**config.mk**
```make
export PLATFORM = sky130hd
export DESIGN_NAME = gate_selftest_ctrl
export DESIGN_NICKNAME = d
export VERILOG_FILES = /design/src/rtl/gate_selftest_ctrl.sv
export SDC_FILE = /design/constraint.sdc
export NUM_CORES = 1
export LEC_CHECK = 0
export ABC_CLOCK_PERIOD_IN_PS = 5000
export BUFFER_PORTS_ARGS = -buffer_cell sky130_fd_sc_hd__buf_2
export CORE_MARGIN = 2
export CORE_UTILIZATION = 40
export CTS_BUF_LIST = sky130_fd_sc_hd__clkbuf_2 sky130_fd_sc_hd__clkbuf_4 sky130_fd_sc_hd__clkbuf_8
export DETAILED_ROUTE_END_ITERATION = 16
export PLACE_DENSITY_LB_ADDON = 0.1
export SLEW_MARGIN = 20
export SYNTH_ARGS = -nofsm -noshare
export SYNTH_HDL_FRONTEND = slang
export SYNTH_SLANG_ARGS = --single-unit
export TNS_END_PERCENT = 20
```
**constraint.sdc**
```tcl
create_clock -name clk -period 5 [get_ports clk]
set_input_delay 1.5 -clock clk [delete_from_list [all_inputs] [get_ports clk]]
set_output_delay 1.5 -clock clk [all_outputs]
set_load 0.1 [all_outputs]
```
**src/rtl/gate_selftest_ctrl.sv**
```systemverilog
// gate_selftest_ctrl: BIST sequencer that walks basic_gates through all four (A,B)
// inputs, checks the outputs against the golden truth table and reports diagnostics.
module gate_selftest_ctrl #(
    parameter int SETTLE_CYCLES = 2,
    parameter int CNT_W         = 4
) (
    input  logic       clk,
    input  logic       rst_n,
    input  logic       start_i,
    input  logic       abort_i,
    output logic       gate_a_o,
    output logic       gate_b_o,
    input  logic [7:0] gate_out_i,
    output logic       busy_o,
    output logic       done_o,
    output logic       pass_o,
    output logic [3:0] fail_mask_o,
    output logic [7:0] fail_obs_o
);
    typedef enum logic [2:0] {IDLE, APPLY, SETTLE, CHECK, DONE} state_t;
    // Golden gate_out for v = 3..0, packed MSB-first
    localparam logic [31:0] GOLDEN = 32'h835A_56BC;
    state_t           state_q;
    logic [1:0]       v_q;
    logic [CNT_W-1:0] cnt_q;
    logic             gate_a_q, gate_b_q, busy_q, done_q, pass_q;
    logic [3:0]       fail_mask_q, fail_mask_d;
    logic [7:0]       fail_obs_q;
    logic             mismatch;
    assign mismatch    = gate_out_i != GOLDEN[{v_q, 3'b000} +: 8];
    assign fail_mask_d = fail_mask_q | (mismatch ? (4'b0001 << v_q) : 4'b0000);
    always_ff @(posedge clk or negedge rst_n) begin
        if (!rst_n) begin
            state_q     <= IDLE;
            v_q         <= 2'd0;
            cnt_q       <= '0;
            gate_a_q    <= 1'b0;
            gate_b_q    <= 1'b0;
            busy_q      <= 1'b0;
            done_q      <= 1'b0;
            pass_q      <= 1'b0;
            fail_mask_q <= 4'h0;
            fail_obs_q  <= 8'h00;
        end else begin
            done_q <= 1'b0;
            if (abort_i && state_q != IDLE) begin
                state_q  <= IDLE;
                busy_q   <= 1'b0;
                gate_a_q <= 1'b0;
                gate_b_q <= 1'b0;
            end else begin
                case (state_q)
                    IDLE: if (start_i) begin
                        fail_mask_q <= 4'h0;
                        fail_obs_q  <= 8'h00;
                        pass_q      <= 1'b0;
                        v_q         <= 2'd0;
                        busy_q      <= 1'b1;
                        state_q     <= APPLY;
                    end
                    APPLY: begin
                        {gate_a_q, gate_b_q} <= v_q;
                        cnt_q   <= CNT_W'(SETTLE_CYCLES);
                        state_q <= SETTLE;
                    end
                    SETTLE: begin
                        cnt_q <= cnt_q - CNT_W'(1);
                        if (cnt_q == CNT_W'(1)) state_q <= CHECK;
                    end
                    CHECK: begin
                        if (mismatch) begin
                            fail_mask_q <= fail_mask_d;
                            fail_obs_q  <= gate_out_i;
                        end
                        if (v_q == 2'd3) begin
                            state_q  <= DONE;
                            done_q   <= 1'b1;
                            busy_q   <= 1'b0;
                            pass_q   <= fail_mask_d == 4'h0;
                            gate_a_q <= 1'b0;
                            gate_b_q <= 1'b0;
                        end else begin
                            v_q     <= v_q + 2'd1;
                            state_q <= APPLY;
                        end
                    end
                    DONE:    state_q <= IDLE;
                    default: state_q <= IDLE;
                endcase
            end
        end
    end
    assign gate_a_o    = gate_a_q;
    assign gate_b_o    = gate_b_q;
    assign busy_o      = busy_q;
    assign done_o      = done_q;
    assign pass_o      = pass_q;
    assign fail_mask_o = fail_mask_q;
    assign fail_obs_o  = fail_obs_q;
endmodule

```
# After elaboration in Yosys (flattened, before gate mapping)
# Index checks and enable logic that the tools add are counted.
# totals
reg_bits,26
latch_bits,0
ramBits,0
rom_bits,0
wordCells,74
n_memories,0
# classes
n_addsub,2
mul,0
n_div,0
order_cmp,0
n_eq_ne,13
shift,2
muxes,30
bitwise_logic,2
reduce_logical,15
# op_table
op,count
$shiftx 32x6->8 const A,1
$mux 8,2
$pmux 4 s2,2
$pmux 8 s2,1
$mux 3,4
$mux 4,3
$pmux 3 s4,1
$reduce_and 4->1,3
$mux 1,10
$ne 3x3->1 const B,3
$reduce_bool 3->1,3
$ne 2x2->1 const B,4
$ne 8x8->1,1
$pmux 1 s2,4
$eq 3x2->1 const B,2
$reduce_and 2->1,3
$eq 4x1->1 const B,1
$logic_not 4->1,1
$mux 2,2
$or 4x4->4,1
$pmux 2 s2,1
$reduce_bool 2->1,2
$shl 1x2->4 const A,1
$sub 4x1->4 const B,1
other kinds (7),7

# Logic depth before layout (Yosys ltp)
# logic_depth
ltp_word,7
depth_mapped,7
ltp_nobuf,6

# Worst setup path before layout
# Ideal clock, no wire load.
# synth_timing
path_kind,in2reg
start,in gate_out_i[7]
end,"reg fail_obs_q[0], in the netlist fail_obs_o[0]"
arrival_time_ns,2.524
t_required_ns,4.877
slack_ns,2.353
cell_stages,5
path_cell_list,and3b_1 -> o211ai_1 -> or2_1 -> buf_6 -> a32o_1
# synth_between
elab_chain_len,3
# synth_lines
item,line_no,source
"start, declared",13,"input logic [7:0] gate_out_i,"
$ne 8x8->1,30,"assign mismatch = gate_out_i != GOLDEN[{v_q, 3'b000} +: 8];"
$ne 2x2->1 (no source line),-,
$reduce_and 4->1 (no source line),-,
"end signal, assigned",73,fail_obs_q <= gate_out_i;
"end, declared",28,logic [7:0] fail_obs_q;
# Every way passes these cells.
# A chain may end at the register's enable or synchronous reset.

# Worst setup path in the final report
# layout_timing
start,"reg fail_mask_q[1], in the netlist fail_mask_o[1]"
end,out fail_mask_o[1]
# layout_rtl
item,line_no,source
"start, declared",27,"logic [3:0] fail_mask_q, fail_mask_d;"
"start signal, assigned",72,fail_mask_q <= fail_mask_d;
"end, declared",17,"output logic [3:0] fail_mask_o,"
# No word-level cell between the ends.

==> results by group <==
Run status
  – Outcome: finished clean

Final layout
  – # diodes: 0
  – Final instance area: 1600 µm²
  – Area Overhead vs Synth: 13.7%
  – Nets: 179
  – Layout cell share with drive strength beyond 1: 25.5%

Worst setup path
  – CP Cell Sequence: buf_2
  – CP startpoint kind: flop
  – Largest incremental delay on the critical path: 0.44 ns
  – Worst reg-to-reg path cell count: 6
  – Worst EP arrival: 1.15 ns
  – Buffers & Inverters on Critical Path: 1
  – Worst path depth: 1
  – Worst r2r src: v_q[0]
  – Delay-heaviest family, CP: buffers and inverters
  – Reg2reg end: fail_obs_o[5]
  – Critical Path Fanout Max: 3
  – CP max stage cell: buf_2
  – R2r setup slk: 2.61 ns
  – Req. time, crit path: 3.50 ns
  – Setup crit end kind: output port
  – WS Path Type: reg2out

Global routing
  – Remaining Overflow, GRT: 0
  – Initial antenna violation count: 0
  – Total GRT Usage: 16.9%
  – Global-route wire length before repair: 5.39 mm
  – Largest net degree at the start of global routing: 27
  – Vias in the first global route: 1,096

Route
  – Met3 wire len: 91 µm
  – DR vias/cell: 5.33
  – WL met2: 1.38 mm
  – WL per Instance: 14.7 µm
  – Wl on met1: 1.48 mm
  – Top layer in use: met4
  – DRC Markers: 0
  – Via count: 1,081
  – DRT iter0 DRCs: 41
  – WL final: 2.98 mm
  – Antenna Violating Nets Remaining: 0
  – DRT Pass-1 Iters: 4

Floorplanning
  – DIE AREA: 4020 µm²
  – Chip Width: 63.4 µm
  – I/O pin total: 29
  – Core footprint: 3360 µm²
  – FP Rows: 21
  – Starting Density: 41.9%
  – Die Y: 63.4 µm

STA
  – Post-route setup TNS: 0 ns
  – Max Slew Vio Count: 0
  – Final Hold Viols: 0
  – Measured slew at the worst slew-check pin: 0.713 ns
  – Final Setup Violations: 0
  – Tmin final: 2.65 ns
  – Slew Limit Headroom: 51.8%
  – Period utilization: 53.0%
  – Final WS setup: 2.35 ns
  – Hold slack: 0.502 ns
  – RSZ-0062 raised after global routing: no
  – Setup Skew: 0.00445 ns
  – Max frequency: 377 MHz

Clocking
  – Reg clk slew, reported paths: 0.13 ns
  – Setup Fix Bufs, Post-CTS: 0
  – Post-cts resize count: 0
  – CTS Sinks: 26
  – Hold-fix buffers, CTS: 0
  – Clk_lat worst skew: 0.32 ns
  – CTS Buf Count: 3
  – H-tree depth: 1
  – CTS tree: yes
  – Clock Tree Buf Depth: 2
  – Clock root buffer: clkbuf_4

Power
  – Power per Cell Area: 581 nW/µm²
  – Power, Total: 931 µW
  – VDD IR max: 0.239 mV
  – Leakage: 0.772 nW

Synth
  – Synth Warn #: 0
  – Syn Nets: 151
  – Count leader, synth: dfrtp_1
  – Post-synth top cells: dfrtp_1 (26), inv_1 (11), a32o_1 (9), nor2_1 (9), ha_1 (8)
  – Mean post-synth cell area: 10.8 µm²
  – Mapped Cells: 131
  – Ranking of synthesized cells by area: dfrtp_1 (46%), ha_1 (7.1%), a32o_1 (6.4%), xor2_1 (4.3%), inv_1 (2.9%)
  – Area of the mapped netlist: 1410 µm²
  – EDFF count, synth: 0
  – Area share of the largest cell type after synthesis: 46.1%
  – Asr flop ratio synth: 100%
  – Distinct cells, synth: 42
  – Synth Register Bits: 26
  – Post-synthesis sequential area ratio: 46.1%
  – Cell taking the most area after synthesis: dfrtp_1
  – Post-synth top flop: dfrtp_1

Min path
  – Worst Hold End: fail_obs_o[2]
  – Hold wc startpoint: fail_obs_o[2]
  – Hold path depth: 1
  – Min-Delay Path Class: reg2reg

Job
  – MaxCap Viol Count: 0

Placement
  – Post-DP HPWL: 2.21 mm
  – Port bufs: 28
  – Worst slack at placement: 2.04 ns
  – Placed cell areas: 1580 µm²
  – Final GP Congestion: 0.749
sequential cells by signal, summed over array words and instances, names as in the netlist, 2 cells and up:
name / flops
v_q: 2
fail_obs_o: 8
cnt_q: 4
state_q: 3
fail_mask_o: 4
layer usage:
metal	vias up	track usage [%]
met5	-	0
met4	0	5.71
met3	2	2.32
met2	19	26.7
met1	527	23.8
li1	533	-
how the worst max path moves through the flow:
| stage | slack [ns] | from | to |
|---|---|---|---|
| 6_report | 2.35 | fail_mask_o[1] | fail_mask_o[1] |
| 4_1_cts | 2.33 | fail_mask_o[1] | fail_mask_o[1] |
| 2_1_floorplan | 2.35 | gate_out_i[7] | fail_obs_o[0] |
| 5_1_grt | 2.27 | fail_mask_o[1] | fail_mask_o[1] |
| 3_3_place_gp | 2.12 | gate_out_i[6] | fail_obs_o[6] |
| 3_5_place_dp | 2.04 | gate_out_i[7] | fail_obs_o[5] |
final cells by class:
class                           count  area [µm²]
Tap cell                           46        57.6
Multi-Input combinational cell     89         691
Sequential cell                    26         651
Inverter                           11        41.3
Fill cell                         349        1760
Timing Repair Buffer               28         140
Clock buffer                        3        22.5
power breakdown:
group	internal, mW	total, mW	leakage, nW	switching [mW]
clock	0.0282	0.0875	0.0138	0.0593
sequential	0.267	0.335	0.348	0.0682
combinational	0.136	0.509	0.410	0.373
cells by family (layout without fill, tap and decap cells):
| kind of cell | after synthesis | after routing | synth area share, % |
|---|---|---|---|
| xor+xnor | 9 | 9 | 5.59 |
| mux | 1 | 1 | 0.799 |
| buf+inv | 16 | 42 | 4.88 |
| compound gates | 37 | 37 | 21.5 |
| flops | 26 | 26 | 46.1 |
| simple gates | 34 | 34 | 14.0 |
| fa+ha+maj | 8 | 8 | 7.10 |
placed cells by master (no fill, tap or decap), types with 2 or more instances in the layout:
master | netlist | final
nand2_1 | 4 | 4
a31oi_1 | 2 | 2
xnor2_1 | 2 | 2
ha_1 | 8 | 8
or2_1 | 2 | 2
nand3_1 | 2 | 2
nor2_1 | 9 | 9
o211ai_1 | 5 | 5
nor3_1 | 2 | 2
inv_1 | 11 | 11
buf_2 | 1 | 28
a32o_1 | 9 | 9
and2_1 | 2 | 2
nor4_1 | 3 | 3
clkbuf_4 | 0 | 3
o21ai_0 | 3 | 3
dfrtp_1 | 26 | 26
a21oi_1 | 7 | 7
xor2_1 | 7 | 7
o22ai_1 | 2 | 2
through the flow:
step                utilization (%)  cells
finish                         47.7    203
global placement               47.0    200
CTS                            47.7    203
global route                   47.7    203
floorplan                         -    131
detailed placement             47.0    200
(Power assumes the default switching activity.)
